## src/rtl/game_status_pkg.sv

```systemverilog
// Shared Pac-Man types: game FSM states, ghost count, 4-digit BCD score type and
// small arithmetic helpers used by the game-rules stage.
package pacman_pkg;

  typedef enum logic [1:0] {
    IDLE = 2'd0,
    PLAY = 2'd1,
    HIT  = 2'd2,
    OVER = 2'd3
  } game_state_t;

  localparam int NUM_GHOSTS = 4;

  typedef logic [15:0] bcd4_t;

  function automatic bcd4_t to_bcd4(input int unsigned v);
    return {4'(v / 1000 % 10), 4'(v / 100 % 10), 4'(v / 10 % 10), 4'(v % 10)};
  endfunction

  function automatic logic [9:0] abs_diff10(input logic [9:0] a, input logic [9:0] b);
    return (a >= b) ? a - b : b - a;
  endfunction

endpackage

```

## src/rtl/game_status_if.sv

```systemverilog
// Position/pellet inputs and status outputs of the game-rules stage.
// master = producer of positions and pellets, slave = game_status.
interface game_status_if;
  import pacman_pkg::*;

  logic                           frame_clk;
  logic                           playon;
  logic [9:0]                     pacX;
  logic [9:0]                     pacY;
  logic [NUM_GHOSTS-1:0][9:0]     ghostX;
  logic [NUM_GHOSTS-1:0][9:0]     ghostY;
  logic                           pellet_eaten;
  logic                           isGameOver;
  logic                           win;
  logic [1:0]                     lives;
  bcd4_t                          score;
  logic                           hit_pulse;
  logic                           invuln;

  modport master (
    output frame_clk, playon, pacX, pacY, ghostX, ghostY, pellet_eaten,
    input  isGameOver, win, lives, score, hit_pulse, invuln
  );

  modport slave (
    input  frame_clk, playon, pacX, pacY, ghostX, ghostY, pellet_eaten,
    output isGameOver, win, lives, score, hit_pulse, invuln
  );

endinterface

```

## src/rtl/game_status_bcd_score_counter.sv

```systemverilog
// 4-digit BCD up-counter with full ripple carry in one cycle, saturating at 9999,
// synchronous active-low clear.
module bcd_score_counter
  import pacman_pkg::*;
(
  input  logic  Clk,
  input  logic  clr_n,
  input  logic  inc_en,
  output bcd4_t count
);

  bcd4_t count_q, count_d;
  logic  carry;

  always_comb begin
    count_d = count_q;
    carry   = inc_en && (count_q != 16'h9999);
    for (int d = 0; d < 4; d++) begin
      if (carry) begin
        if (count_q[4*d +: 4] == 4'd9) begin
          count_d[4*d +: 4] = 4'd0;
        end else begin
          count_d[4*d +: 4] = count_q[4*d +: 4] + 4'd1;
          carry             = 1'b0;
        end
      end
    end
  end

  always_ff @(posedge Clk) begin
    if (!clr_n) count_q <= '0;
    else        count_q <= count_d;
  end

  assign count = count_q;

endmodule

```

## src/rtl/game_status.sv

```systemverilog
// Per-frame game rules: ghost collision, lives, invulnerability window, BCD score, win/loss.
// Optional bonus life enabled by defining GAME_EXTRA_LIFE_EN.
module game_status
  import pacman_pkg::*;
#(
  parameter int HIT_DIST      = 12,
  parameter int START_LIVES   = 3,
  parameter int INVULN_FRAMES = 60,
  parameter int PELLET_TOTAL  = 240
`ifdef GAME_EXTRA_LIFE_EN
  , parameter int EXTRA_LIFE_SCORE = 100
`endif
)
(
  input logic          Clk,
  input logic          Reset_n,
  game_status_if.slave gif
);

  localparam logic [9:0] HIT_D      = 10'(HIT_DIST);
  localparam logic [7:0] INV_LOAD   = 8'(INVULN_FRAMES);
  localparam logic [9:0] PEL_TOT    = 10'(PELLET_TOTAL);
  localparam logic [1:0] LIVES_INIT = 2'(START_LIVES);

  logic        fc_s1_q, fc_s2_q, fc_s3_q, tick_q, playon_q;
  game_state_t state_q, state_d;
  logic [1:0]  lives_q, lives_d;
  logic        win_q, win_d, over_q, over_d;
  logic        hit_pulse_q, hit_pulse_d, invuln_q, invuln_d;
  logic [7:0]  fcnt_q, fcnt_d;
  logic [9:0]  pel_cnt_q, pel_cnt_d;
  logic        any_hit, playon_rise, playon_fall, active, won;
  logic        score_inc, score_clr, award;
  bcd4_t       score;

  assign playon_rise = gif.playon & ~playon_q;
  assign playon_fall = ~gif.playon & playon_q;
  assign active      = (state_q == PLAY) || (state_q == HIT);
  assign won         = gif.pellet_eaten && ((pel_cnt_q + 10'd1) == PEL_TOT);

  always_comb begin
    any_hit = 1'b0;
    for (int g = 0; g < NUM_GHOSTS; g++)
      if (abs_diff10(gif.pacX, gif.ghostX[g]) < HIT_D &&
          abs_diff10(gif.pacY, gif.ghostY[g]) < HIT_D)
        any_hit = 1'b1;
  end

`ifdef GAME_EXTRA_LIFE_EN
  localparam bcd4_t EL_BCD = to_bcd4(EXTRA_LIFE_SCORE);
  logic bonus_q, bonus_d;
  // BCD ordering matches decimal ordering, so a plain compare works.
  assign award = active && !bonus_q && (score >= EL_BCD);
`else
  assign award = 1'b0;
`endif

  always_comb begin
    state_d     = state_q;
    lives_d     = lives_q;
    win_d       = win_q;
    hit_pulse_d = 1'b0;
    fcnt_d      = fcnt_q;
    pel_cnt_d   = pel_cnt_q;
    score_inc   = 1'b0;
    score_clr   = 1'b0;
`ifdef GAME_EXTRA_LIFE_EN
    bonus_d     = bonus_q | award;
`endif
    case (state_q)
      IDLE: if (playon_rise) begin
        state_d   = PLAY;
        lives_d   = LIVES_INIT;
        win_d     = 1'b0;
        pel_cnt_d = '0;
        score_clr = 1'b1;
`ifdef GAME_EXTRA_LIFE_EN
        bonus_d   = 1'b0;
`endif
      end
      PLAY, HIT: begin
        score_inc = gif.pellet_eaten;
        if (gif.pellet_eaten) pel_cnt_d = pel_cnt_q + 10'd1;
        // Win outranks a collision decided on the same edge.
        if (playon_fall) begin
          state_d = IDLE;
        end else if (won) begin
          state_d = OVER;
          win_d   = 1'b1;
        end else if (state_q == PLAY && tick_q && any_hit) begin
          hit_pulse_d = 1'b1;
          lives_d     = lives_q - 2'd1 + {1'b0, award};
          if (lives_q == 2'd1 && !award) begin
            state_d = OVER;
            win_d   = 1'b0;
          end else begin
            state_d = HIT;
            fcnt_d  = INV_LOAD;
          end
        end else if (state_q == HIT && tick_q) begin
          fcnt_d = fcnt_q - 8'd1;
          if (fcnt_q == 8'd1) state_d = PLAY;
        end
        if (award && !hit_pulse_d && lives_q != 2'd3) lives_d = lives_q + 2'd1;
      end
      OVER: if (playon_fall) state_d = IDLE;
    endcase
    over_d   = (state_d == OVER);
    invuln_d = (state_d == HIT);
  end

  always_ff @(posedge Clk) begin
    if (!Reset_n) begin
      fc_s1_q     <= 1'b0;
      fc_s2_q     <= 1'b0;
      fc_s3_q     <= 1'b0;
      tick_q      <= 1'b0;
      playon_q    <= 1'b0;
      state_q     <= IDLE;
      lives_q     <= LIVES_INIT;
      win_q       <= 1'b0;
      over_q      <= 1'b0;
      hit_pulse_q <= 1'b0;
      invuln_q    <= 1'b0;
      fcnt_q      <= '0;
      pel_cnt_q   <= '0;
`ifdef GAME_EXTRA_LIFE_EN
      bonus_q     <= 1'b0;
`endif
    end else begin
      fc_s1_q     <= gif.frame_clk;
      fc_s2_q     <= fc_s1_q;
      fc_s3_q     <= fc_s2_q;
      tick_q      <= fc_s2_q & ~fc_s3_q;
      playon_q    <= gif.playon;
      state_q     <= state_d;
      lives_q     <= lives_d;
      win_q       <= win_d;
      over_q      <= over_d;
      hit_pulse_q <= hit_pulse_d;
      invuln_q    <= invuln_d;
      fcnt_q      <= fcnt_d;
      pel_cnt_q   <= pel_cnt_d;
`ifdef GAME_EXTRA_LIFE_EN
      bonus_q     <= bonus_d;
`endif
    end
  end

  bcd_score_counter u_score (
    .Clk    (Clk),
    .clr_n  (Reset_n & ~score_clr),
    .inc_en (score_inc),
    .count  (score)
  );

  assign gif.isGameOver = over_q;
  assign gif.win        = win_q;
  assign gif.lives      = lives_q;
  assign gif.score      = score;
  assign gif.hit_pulse  = hit_pulse_q;
  assign gif.invuln     = invuln_q;

endmodule

```

## src/flat_wrapper.sv

```systemverilog
// flat-port wrapper written by rule: the top's interface ports become plain ports
module game_status_flat import pacman_pkg::*;
#(
  parameter int HIT_DIST      = 12,
  parameter int START_LIVES   = 3,
  parameter int INVULN_FRAMES = 60,
  parameter int PELLET_TOTAL  = 240

)
  (Clk, Reset_n, gif_frame_clk, gif_playon, gif_pacX, gif_pacY, gif_ghostX, gif_ghostY, gif_pellet_eaten, gif_isGameOver, gif_win, gif_lives, gif_score, gif_hit_pulse, gif_invuln);
  game_status_if gif_i ();
  input logic Clk;
  input logic Reset_n;
  input wire logic [$bits(gif_i.frame_clk)-1:0] gif_frame_clk;
  input wire logic [$bits(gif_i.playon)-1:0] gif_playon;
  input wire logic [$bits(gif_i.pacX)-1:0] gif_pacX;
  input wire logic [$bits(gif_i.pacY)-1:0] gif_pacY;
  input wire logic [$bits(gif_i.ghostX)-1:0] gif_ghostX;
  input wire logic [$bits(gif_i.ghostY)-1:0] gif_ghostY;
  input wire logic [$bits(gif_i.pellet_eaten)-1:0] gif_pellet_eaten;
  output wire logic [$bits(gif_i.isGameOver)-1:0] gif_isGameOver;
  output wire logic [$bits(gif_i.win)-1:0] gif_win;
  output wire logic [$bits(gif_i.lives)-1:0] gif_lives;
  output wire logic [$bits(gif_i.score)-1:0] gif_score;
  output wire logic [$bits(gif_i.hit_pulse)-1:0] gif_hit_pulse;
  output wire logic [$bits(gif_i.invuln)-1:0] gif_invuln;
  assign gif_i.frame_clk = gif_frame_clk;
  assign gif_i.playon = gif_playon;
  assign gif_i.pacX = gif_pacX;
  assign gif_i.pacY = gif_pacY;
  assign gif_i.ghostX = gif_ghostX;
  assign gif_i.ghostY = gif_ghostY;
  assign gif_i.pellet_eaten = gif_pellet_eaten;
  assign gif_isGameOver = gif_i.isGameOver;
  assign gif_win = gif_i.win;
  assign gif_lives = gif_i.lives;
  assign gif_score = gif_i.score;
  assign gif_hit_pulse = gif_i.hit_pulse;
  assign gif_invuln = gif_i.invuln;
  game_status #(.HIT_DIST(HIT_DIST), .START_LIVES(START_LIVES), .INVULN_FRAMES(INVULN_FRAMES), .PELLET_TOTAL(PELLET_TOTAL)) u_core (.Clk(Clk), .Reset_n(Reset_n), .gif(gif_i));
endmodule
```

## config.mk

```make
export PLATFORM = sky130hd
export DESIGN_NAME = game_status_flat
export DESIGN_NICKNAME = d
export VERILOG_FILES = /design/src/rtl/game_status_pkg.sv /design/src/rtl/game_status_if.sv /design/src/rtl/game_status_bcd_score_counter.sv /design/src/rtl/game_status.sv /design/src/flat_wrapper.sv
export SDC_FILE = /design/constraint.sdc
export NUM_CORES = 1
export LEC_CHECK = 0
export BUFFER_PORTS_ARGS = -buffer_cell sky130_fd_sc_hd__clkbuf_2
export CAP_MARGIN = 5
export CORE_ASPECT_RATIO = 0.8
export CORE_MARGIN = 3
export CORE_UTILIZATION = 55
export CTS_CLUSTER_SIZE = 16
export DETAILED_ROUTE_END_ITERATION = 7
export PLACE_DENSITY = 0.79
export RECOVER_POWER = 25
export SLEW_MARGIN = 20
export SYNTH_ARGS = -nofsm -noshare
export SYNTH_HDL_FRONTEND = slang
export SYNTH_HIERARCHICAL = 1
export SYNTH_SLANG_ARGS = --single-unit
```

## constraint.sdc

```tcl
create_clock -name Clk -period 6.4 [get_ports Clk]
set_input_delay 1.6 -clock Clk [delete_from_list [all_inputs] [get_ports Clk]]
set_output_delay 1.6 -clock Clk [all_outputs]
set_load 0.005 [all_outputs]
```

## After elaboration in Yosys (flattened, before gate mapping)

Index checks and enable logic that the tools add are counted.

| operators by class | value |
|---|---|
| add/sub/neg operators | 23 |
| $mul | 0 |
| divide/modulo/power cells | 0 |
| order comparisons | 16 |
| equality and inequality tests | 21 |
| shift operators | 0 |
| mux-type cells | 52 |
| bitwise gates (word level) | 11 |
| reductions and logical operators | 19 |

Operators with widths:

| kind | number |
|---|---|
| subtractor 10 bit | 16 |
| two-way mux 10 bit | 10 |
| >= comparator 10 bit | 8 |
| < comparator 10 x 4 -> 1 bit (second input constant) | 8 |
| two-way mux 8 bit | 3 |
| two-way mux 2 bit | 11 |
| two-way mux 1 bit | 20 |
| one-hot mux 10 bit (2 select lines) | 1 |
| adder 4 x 1 -> 4 bit (second input constant) | 4 |
| equality test 4 bit (second input constant) | 4 |
| two-way mux 4 bit | 4 |
| != test 16 bit (second input constant) | 1 |
| AND reduction 5 bit | 3 |
| adder 10 x 1 -> 10 bit (second input constant) | 1 |
| equality test 10 x 8 -> 1 bit (second input constant) | 1 |
| logical AND 1 bit | 9 |
| equality test 2 bit (second input constant) | 4 |
| equality test 8 x 1 -> 1 bit (second input constant) | 1 |
| != test 2 bit (second input constant) | 4 |
| subtractor 8 x 1 -> 8 bit (second input constant) | 1 |
| NOT 1 bit | 7 |
| != test 3 x 1 -> 1 bit (second input constant) | 2 |
| one-hot mux 2 bit (3 select lines) | 1 |
| AND 1 bit | 4 |
| 11 further kinds | 14 |

| word-level totals | value |
|---|---|
| register bits | 47 |
| bits in latches | 0 |
| bits in writable memories | 0 |
| ROM bits | 0 |
| input port bits | 105 |
| output and inout bits | 22 |
| word-level logic and storage cells | 159 |
| memories | 0 |

## Depth between registers and ports, before layout

Gate-level depths: netlist of run 1.

| logic depth | value |
|---|---|
| word-level depth | 14 |
| depth in mapped cells | 16 |
| mapped depth without buffers | 15 |

## By module

The synthesis of run 1 kept the hierarchy.

By module, submodules not included:

| module | times used | cells an instance | area an instance (sq um) | seq. area each (sq um) |
|---|---|---|---|---|
| game_status | 1 | 1128 | 8181.6 | 620.6 |
| bcd_score_counter | 1 | 95 | 804.5 | 320.3 |

## Worst setup path before layout of run 1

OpenSTA, ideal clock, no wires.

| timing path | value |
|---|---|
| path type | input-to-reg |
| start point | input gif_pacY[4] |
| end point | register u_core.fcnt_q[6] |
| setup time | 0.086 ns |
| arrival | 4.873 ns |
| required time | 6.314 ns |
| setup slack | 1.442 ns |
| cell stages on the path | 15 |
| buffers on the path | 0 |
| cell sequence | inv_1 > ha_1 > nand4_1 > o21ba_2 > o21bai_4 > nand2_4 > or3_1 > mux2_4 > nor4_2 > o2111ai_1 > o41ai_2 > o21a_2 > o2111ai_4 > or3_1 > a211oi_1 |

| on the way | value |
|---|---|
| word-level cells in the longest chain between the ends | 11 |
| elaborated cells between the ends (all ways) | 33 |
| those cells by class | 8 x add/sub; 8 x order compare; 1 x eq/ne; 9 x mux; 7 x reduce/logical |

RTL lines:

| element | RTL line | text |
|---|---|---|
| start, declared | flat_wrapper.sv:17 | `input wire logic [$bits(gif_i.pacY)-1:0] gif_pacY;` |
| subtractor 10 bit or >= comparator 10 bit (tied branches) | game_status_pkg.sv:21 | `return (a >= b) ? a - b : b - a;` |
| two-way mux 10 bit | game_status_pkg.sv:21 |  |
| < comparator 10 x 4 -> 1 bit | game_status.sv:45 | `abs_diff10(gif.pacY, gif.ghostY[g]) < HIT_D)` |
| logical AND 1 bit | game_status.sv:44 | `if (abs_diff10(gif.pacX, gif.ghostX[g]) < HIT_D &&` |
| two-way mux 1 bit (3 in a row) | game_status.sv:44 |  |
| two-way mux 1 bit * | game_status.sv:44 |  |
| logical AND 1 bit * | game_status.sv:90 | `end else if (state_q == PLAY && tick_q && any_hit) begin` |
| != test 2 bit (no source line) or nonzero test 2 bit (tied branches) | n/a |  |
| AND reduction 5 bit (no source line) | n/a |  |
| end signal, assigned | game_status.sv:142 | `fcnt_q <= fcnt_d;` |
| end, declared | game_status.sv:30 | `logic [7:0] fcnt_q, fcnt_d;` |

Every way passes the cells marked *; elsewhere a longest branch is shown, timed or not.
A chain may end at the register's enable or synchronous reset.

## Worst setup path after layout of run 1

| timing path | value |
|---|---|
| start point | input gif_pacY[5] |
| end point | register u_core.win_q (netlist: u_core/gif.win) |

| on the way | value |
|---|---|
| word-level cells in the longest chain between the ends | 11 |
| elaborated cells between the ends (all ways) | 31 |
| those cells by class | 8 x add/sub; 8 x order compare; 1 x eq/ne; 8 x mux; 6 x reduce/logical |

RTL lines:

| element | RTL line | text |
|---|---|---|
| subtractor 10 bit or >= comparator 10 bit (tied branches) | game_status_pkg.sv:21 |  |
| two-way mux 10 bit | game_status_pkg.sv:21 |  |
| < comparator 10 x 4 -> 1 bit | game_status.sv:45 |  |
| logical AND 1 bit | game_status.sv:44 |  |
| two-way mux 1 bit (3 in a row) | game_status.sv:44 |  |
| two-way mux 1 bit * | game_status.sv:44 |  |
| logical AND 1 bit * | game_status.sv:90 |  |
| != test 3 x 1 -> 1 bit (no source line) * | n/a |  |
| AND reduction 5 bit (no source line) * | n/a |  |
| end signal, assigned | game_status.sv:138 | `win_q <= win_d;` |
| end, declared | game_status.sv:28 | `logic win_q, win_d, over_q, over_d;` |

Marked as above.

==> impl_metrics.py, run 1 <==
metrics = {
    "run_status": {
        "status": "complete, no violations",
    },
    "timing": {
        "setup_slack_ns": 0.693,
        "skew_ns": 0.00754,
        "rsz0062_at_grt": "false",
        "finalHoldViolations": 0,
        "fin_crit_sh_pct": 89.2,
        "tightest_slew_ns": 1.15,
        "finalSetupViolCount": 0,
        "final.setup.tns_ns": 0,
        "min_period_ns": 5.71,
        "timing.fmax_mhz": 175,
        "slew_violations": 0,
        "max-slew-margin-rel_pct": 22.0,
    },
    "power": {
        "netSwitchingPower_w": 0.000722,
        "p_per_area_nw_per_um2": 157,
        "switching_share_pct": 46.4,
        "power.share.clock_pct": 17.3,
        "ir_drop_uv": 296,
        "p_seq_share_pct": 20.7,
        "total_leakage_power_nw": 4.80,
        "combPwrFrac_pct": 61.9,
        "internal-power_w": 0.000833,
    },
    "drt": {
        "ant_nets": 0,
        "drc": 0,
        "drt_iter0_markers": 956,
        "num_vias": 9430,
        "post_drt_wl_per_cell_um": 17.1,
        "dr.pass1.iters": 6,
        "wirelength_um": 26400,
        "viasPerCell": 6.13,
    },
    "floorplan": {
        "die_h_um": 120,
        "row_count": 41,
        "start_util_pct": 56.5,
        "pin_count": 127,
        "dieArea_um2": 17900,
        "core_um2": 15900,
        "chipWidth_um": 149,
    },
    "critical_path": {
        "crit_type": "input port to flop",
        "required_ns": 6.56,
        "cp-start-kind": "input port",
        "crit_path_end_kind": "flop",
        "critical_path.max_fanout": 10,
        "arrival_ns": 5.87,
    },
    "global_route": {
        "grt_max_degree": 21,
        "grt-ovfl-total": 0,
        "grt_usage_pct": 28.3,
        "antenna_found_initial": 1,
        "grt_first_pass_wirelength_um": 42500,
        "grt_pass1_vias": 8526,
    },
    "logic_synthesis": {
        "synth-edff-count": 0,
        "async_flop_share_pct": 0,
        "ys_ff_latch": 47,
        "yosysWarnings": 6,
        "syn_avg_cell_area_um2": 7.35,
        "ys_types": 88,
        "syn-num-nets": 1489,
        "synthFlopType": "dfxtp_1",
        "netlist_area_um2": 8990,
        "ys_seq_area_share_pct": 10.5,
        "synth_cells": 1223,
    },
    "clock_tree": {
        "post-cts-setup-buffers": 0,
        "cts_resized": 0,
        "root_buffer": "clkbuf_16",
        "clock-sinks": 47,
        "cts_tree": "yes",
        "path_clk_slew_ns": 0.07,
        "htree_levels": 2,
        "cts_buffer_depth": 2,
        "clock_latency_ns": 0.29,
        "hold_buffers": 0,
        "numCtsBuffers": 5,
    },
    "place": {
        "place_ws_ns": 0.396,
        "routabilityCongestion": 0.997,
        "port_buffers": 126,
        "dp_hpwl_um": 21700,
        "place_inst": 1531,
    },
    "cells_and_area": {
        "layout_commonest_cell": "ha_1",
        "drive_gt1_share_pct": 13.0,
        "nets": 1589,
        "syn_to_final_growth_pct": 10.0,
        "fin_cells": 1539,
        "antenna_cells": 0,
        "fill_cells": 1497,
        "mostFrequentLayoutCells": "161 x ha_1, 134 x inv_1, 119 x clkbuf_2",
    },
    "hold_path": {
        "hp-class": "flop to flop",
    },
    "flow_run": {
        "drv_cap": 0,
    },
}
-- registers in the layout, indices dropped and copies added, names as in the netlist --
name and flops:
u_core/gif.hit_pulse 1, u_core/tick_q 1, u_core/fc_s1_q 1, u_core/gif.invuln 1, u_core/gif.isGameOver 1, u_core/gif.lives 2
u_core/gif.win 1, u_core/state_q 2, u_core/playon_q 1, u_core/fcnt_q 8, u_core/fc_s3_q 1, u_core/fc_s2_q 1
u_core/pel_cnt_q 10, u_core/u_score/count 16
-- cell type report --
type | instances | area, um^2 | area share [%]
tap | 215 | 269 | 2.72
timing repair buffer | 127 | 629 | 6.36
multi-input combinational | 1008 | 7390 | 74.8
clock buffer | 5 | 125 | 1.27
inverter | 134 | 503 | 5.09
sequential | 47 | 941 | 9.52
clock inverter | 3 | 27.5 | 0.278
-- power by group through the flow --
stage	sequential, W	combinational, W	clock, W
6_report	0.000323	0.000964	0.000269
5_1_grt	0.000325	0.00106	0.000288
4_1_cts	0.000322	0.000942	0.000276
3_5_place_dp	0.000329	0.000931	0
3_3_place_gp	0.000329	0.000921	0
2_1_floorplan	0.000326	0.000700	0
-- worst max-delay path: stages --
cell and delay, ns:
clkbuf_2 0.18, inv_1 0.16, ha_1 0.47, a21oi_2 0.29
nand2b_1 0.07, o21ai_0 0.18, nand2_1 0.22, o311ai_0 1.04
o211ai_1 0.19, o41a_1 0.39, o41ai_2 0.09, o21a_2 0.27
nand2_1 0.19, nor4b_1 0.38, o32ai_1 0.13
-- synth_stat cells (24+ instances only) --
master	n	area, um^2
inv_1	134	503
xnor2_1	30	263
o21ai_0	72	360
nor2_1	100	375
xor2_1	35	307
nor2b_1	25	156
clkbuf_1	27	101
nand2_1	70	263
nand3_1	26	130
a21o_1	24	180
a21oi_1	101	505
dfxtp_1	47	941
ha_1	161	2010
-- kinds of logic (layout without fill, tap and decap cells) --
family,Yosys count,count (layout),share of synthesized area [%]
AOI/OAI and AO/OA,372,372,27.8
xor gates and xnor gates,65,65,6.34
adders and majority gates,161,161,22.4
buffers and inverters,168,269,7.25
DFF,47,47,10.5
muxes,22,22,2.59
and+or+nand+nor,388,388,23.1
-- worst paths after layout --
path                                        start                        to  slack (ns)  depth (start not counted)
worst max register to register  u_core/state_q[0]  u_core/u_score/count[11]        3.43                          7
worst min-delay path               u_core/fc_s3_q             u_core/tick_q        0.39                          1
worst max-delay path                  gif_pacY[5]            u_core/gif.win        0.69                         15
worst min register to register     u_core/fc_s3_q             u_core/tick_q        0.39                          1
-- through the flow --
step / instance area [um^2] / hold slack [ns] / utilization [%] / power [W]
after detailed placement: 9740 / 0.378 / 61.3 / 0.00126
after global routing: 9890 / 0.395 / 62.2 / 0.00167
after CTS: 9900 / 0.389 / 62.2 / 0.00154
final: 9890 / 0.387 / 62.2 / 0.00156
after floorplan: 8990 / 0.367 / - / 0.00103
after global placement: 9740 / 0.370 / 61.3 / 0.00125
-- routing by layer --
metal	vias to the layer above	routed length, um	GRT usage (%)
met3	43	1880	3.63
met1	4407	12400	42.1
met4	2	522	5.89
met5	-	15	0
met2	368	11600	43.8
li1	4610	-	-
No activity file was read; power rests on OpenSTA's default activity.
==> inputs of run 2 (changes only) <==
--- a/config.mk
+++ b/config.mk
@@ -6,7 +6,7 @@
 export NUM_CORES = 1
 export LEC_CHECK = 0
 export BUFFER_PORTS_ARGS = -buffer_cell sky130_fd_sc_hd__clkbuf_2
-export CAP_MARGIN = 5
+export CAP_MARGIN = 20
 export CORE_ASPECT_RATIO = 0.8
 export CORE_MARGIN = 3
 export CORE_UTILIZATION = 55
@@ -17,5 +17,4 @@
 export SLEW_MARGIN = 20
 export SYNTH_ARGS = -nofsm -noshare
 export SYNTH_HDL_FRONTEND = slang
-export SYNTH_HIERARCHICAL = 1
 export SYNTH_SLANG_ARGS = --single-unit
==> run 2 against run 1 <==
Area after synthesis decreased by 0.67%. Global-route usage down 2.2 points. Die area decreased by 0.64%. Total power is 1.4% higher. Hold slack gained 0.010 ns. Clock-buffer cell count unchanged. Register-to-register slack got worse by 0.19 ns. Clock skew fell by 0.0052 ns. Flip-flop and latch count unchanged. Combinational power is essentially flat. Clock power rose by 8.2%.
==> impl_metrics.py, run 2 <==
metrics = {
    "logic_synthesis": {
        "synth-simple-area-share_pct": 21.7,
        "post_synth_mux_area_share_pct": 2.86,
        "yosys.area_share.adder_pct": 22.7,
        "post_synth_xor_area_fraction_pct": 6.97,
        "netlist_area_um2": 8930,
        "yosysMostFrequentCell": "ha_1",
        "synth_compound_area_share_pct": 28.2,
        "syn-num-nets": 1458,
        "ys_ff_latch": 47,
        "yosysWarnings": 0,
        "syn_avg_cell_area_um2": 7.49,
        "ys_seq_area_share_pct": 10.5,
        "synth-edff-count": 0,
        "async_flop_share_pct": 0,
        "synth_cells": 1191,
        "synth_commonest_cells": "162 x ha_1, 131 x inv_1, 88 x a21oi_1, 79 x nor2_1, 58 x nand2_1",
        "yosysTopAreaCell": "ha_1",
        "ys_types": 87,
        "synth_top_area_share_pct": 22.7,
        "synth_top_family_by_area": "compound AO/OA/AOI/OAI gates",
        "synthFlopType": "dfxtp_1",
        "synth.area.top_cells": "ha_1 23%, dfxtp_1 11%, inv_1 5.5%, a21oi_1 4.9%, xnor2_1 3.8%",
    },
    "place": {
        "port_buffers": 126,
        "place_inst": 1495,
        "routabilityCongestion": 0.978,
        "dp_hpwl_um": 20100,
    },
    "hold_path": {
        "hold_start": "u_core.fc_s3_q",
        "whs_path_depth": 1,
        "whs_endpoint": "u_core.tick_q",
        "hp-class": "flop to flop",
    },
    "drt": {
        "ant_nets": 0,
        "viasPerCell": 6.02,
        "num_vias": 9048,
        "dr.pass1.iters": 5,
        "drt_iter0_markers": 778,
        "drc": 0,
        "wirelength_um": 24400,
        "post_drt_wl_per_cell_um": 16.2,
    },
    "power": {
        "p_per_area_nw_per_um2": 160,
        "power.share.clock_pct": 18.5,
        "total_leakage_power_nw": 4.78,
        "p_seq_share_pct": 20.5,
        "switching_share_pct": 44.8,
        "netSwitchingPower_w": 0.000707,
        "combPwrFrac_pct": 61.0,
        "ir_drop_uv": 165,
        "internal-power_w": 0.000870,
    },
    "floorplan": {
        "pin_count": 127,
        "die_h_um": 120,
        "row_count": 40,
        "start_util_pct": 57.7,
        "chipWidth_um": 148,
        "dieArea_um2": 17800,
        "core_um2": 15500,
    },
    "timing": {
        "min_period_ns": 5.11,
        "tightest_slew_ns": 0.773,
        "max-slew-margin-rel_pct": 48.4,
        "fin_crit_sh_pct": 79.8,
        "rsz0062_at_grt": "false",
        "slew_violations": 0,
        "skew_ns": 0.00229,
        "finalHoldViolations": 0,
        "timing.fmax_mhz": 196,
        "finalSetupViolCount": 0,
        "final.setup.tns_ns": 0,
    },
    "clock_tree": {
        "cts_resized": 0,
        "root_buffer": "clkbuf_16",
        "htree_levels": 2,
        "hold_buffers": 0,
        "cts_tree": "yes",
        "clock-sinks": 47,
        "numCtsBuffers": 5,
        "path_clk_slew_ns": 0.06,
        "post-cts-setup-buffers": 0,
        "cts_buffer_depth": 2,
        "clock_latency_ns": 0.29,
    },
    "global_route": {
        "antenna_found_initial": 1,
        "grt_first_pass_wirelength_um": 39500,
        "grt_usage_pct": 26.2,
        "grt-ovfl-total": 0,
        "grt_pass1_vias": 8057,
        "grt_max_degree": 23,
    },
    "cells_and_area": {
        "drive_gt1_share_pct": 13.1,
        "antenna_cells": 0,
        "fin_cells": 1502,
        "mostFrequentLayoutCells": "162 x ha_1, 131 x inv_1, 119 x clkbuf_2",
        "syn_to_final_growth_pct": 10.2,
        "layout_commonest_cell": "ha_1",
        "largest_register_ff_count": 16,
        "fill_cells": 1395,
        "nets": 1559,
    },
    "flow_run": {
        "drv_cap": 0,
    },
    "critical_path": {
        "rr_endpoint": "u_core.u_score.count[11]",
        "arrival_ns": 5.31,
        "max_stage_delay_ns": 0.56,
        "r2r_start": "u_core.state_q[0]",
        "required_ns": 6.60,
        "reg2reg_depth": 11,
        "cp-start-kind": "input port",
        "critical_path.max_fanout": 7,
        "crit_chain": "clkbuf_2 > inv_1 > ha_1 > nor2b_1 > o211ai_1 > a32oi_1 > a31oi_4 > mux2_2 > xor2_1 > nand4_1 > or4_4 > nand3_1 > o211ai_2 > o2111a_1 > a221oi_2",
        "slowest_stage": "a32oi_1",
        "reg2reg_slack_ns": 3.24,
        "crit_type": "input port to flop",
        "crit_path_end_kind": "flop",
    },
    "run_status": {
        "status": "complete, no violations",
    },
}
run 2: cell types whose count changed in the layout (fill, tap and decap cells not counted), moves of 5 or more:
cell / previous run / this run
nand2_1: 70 / 58
xnor2_1: 30 / 39
a31oi_1: 20 / 26
nand2b_1: 19 / 29
o21ai_0: 72 / 54
a21oi_1: 101 / 88
o22ai_1: 4 / 9
nor2_1: 100 / 79
nand3_1: 26 / 38
mux2i_1: 15 / 21
run 2: worst max-delay path by stage:
stage	start	to	slack, ns	depth (start not counted)
after floorplan	gif_ghostY[34]	u_core.fcnt_q[5]	1.54	15
after global placement	gif_pacX[0]	u_core.fcnt_q[7]	1.08	15
after detailed placement	gif_pacX[4]	u_core.gif.lives[1]	1.04	13
after CTS	gif_pacX[4]	u_core.fcnt_q[7]	1.31	13
after global routing	gif_pacX[6]	u_core.fcnt_q[1]	1.03	14
final	gif_pacX[0]	u_core.gif.lives[1]	1.29	15
run 2: power by group through the flow:
stage / sequential, W / combinational [W] / clock [W]
2_1_floorplan: 0.000326 / 0.000715 / 0
3_3_place_gp: 0.000330 / 0.000925 / 0
3_5_place_dp: 0.000330 / 0.000943 / 0
4_1_cts: 0.000323 / 0.000950 / 0.000298
5_1_grt: 0.000325 / 0.00107 / 0.000314
6_report: 0.000323 / 0.000962 / 0.000291
run 2: kinds of logic after synthesis:
family                   Yosys count
multiplexers                      25
XOR/XNOR                          71
AND/OR/NAND/NOR                  362
buffers and inverters            164
AO/OA/AOI/OAI                    360
adder cells (fa/ha/maj)          162
flip-flops                        47
run 2: per-layer routing:
metal | up-vias | global-route usage, % | routed length [um]
met5 | - | 0 | 7
met4 | 2 | 4.39 | 314
met3 | 29 | 3.93 | 1980
met2 | 375 | 40.6 | 10600
met1 | 4133 | 38.7 | 11400
li1 | 4509 | - | -
run 2: through the flow:
step                      power [W]  hold WS, ns  utilization (%)  instance area, um^2  setup slack, ns
final                       0.00158        0.397             63.6                 9840             1.29
after global routing        0.00171        0.419             63.6                 9840             1.03
after CTS                   0.00157        0.404             63.7                 9850             1.31
after detailed placement    0.00127        0.391             62.6                 9690             1.04
after global placement      0.00126        0.382             62.6                 9690             1.08
after floorplan             0.00104        0.367                -                 8930             1.54
run 2: final cells by class:
cell class                      count  area, um^2  area share [%]
Multi-Input combinational cell    980        7350            74.7
Sequential cell                    47         941            9.57
Timing Repair Buffer              127         626            6.36
Inverter                          131         492            5.00
Tap cell                          210         263            2.67
Clock buffer                        5         125            1.27
Clock inverter                      2        37.5           0.382
run 2: critical path, delay by kind of cell:
kind	cells	cell delay (ns)
AOI/OAI and AO/OA	6	1.62
and+or+nand+nor	4	1.02
adders and majority gates	1	0.22
muxes	1	0.33
xor gates and xnor gates	1	0.13
buffers and inverters	2	0.36
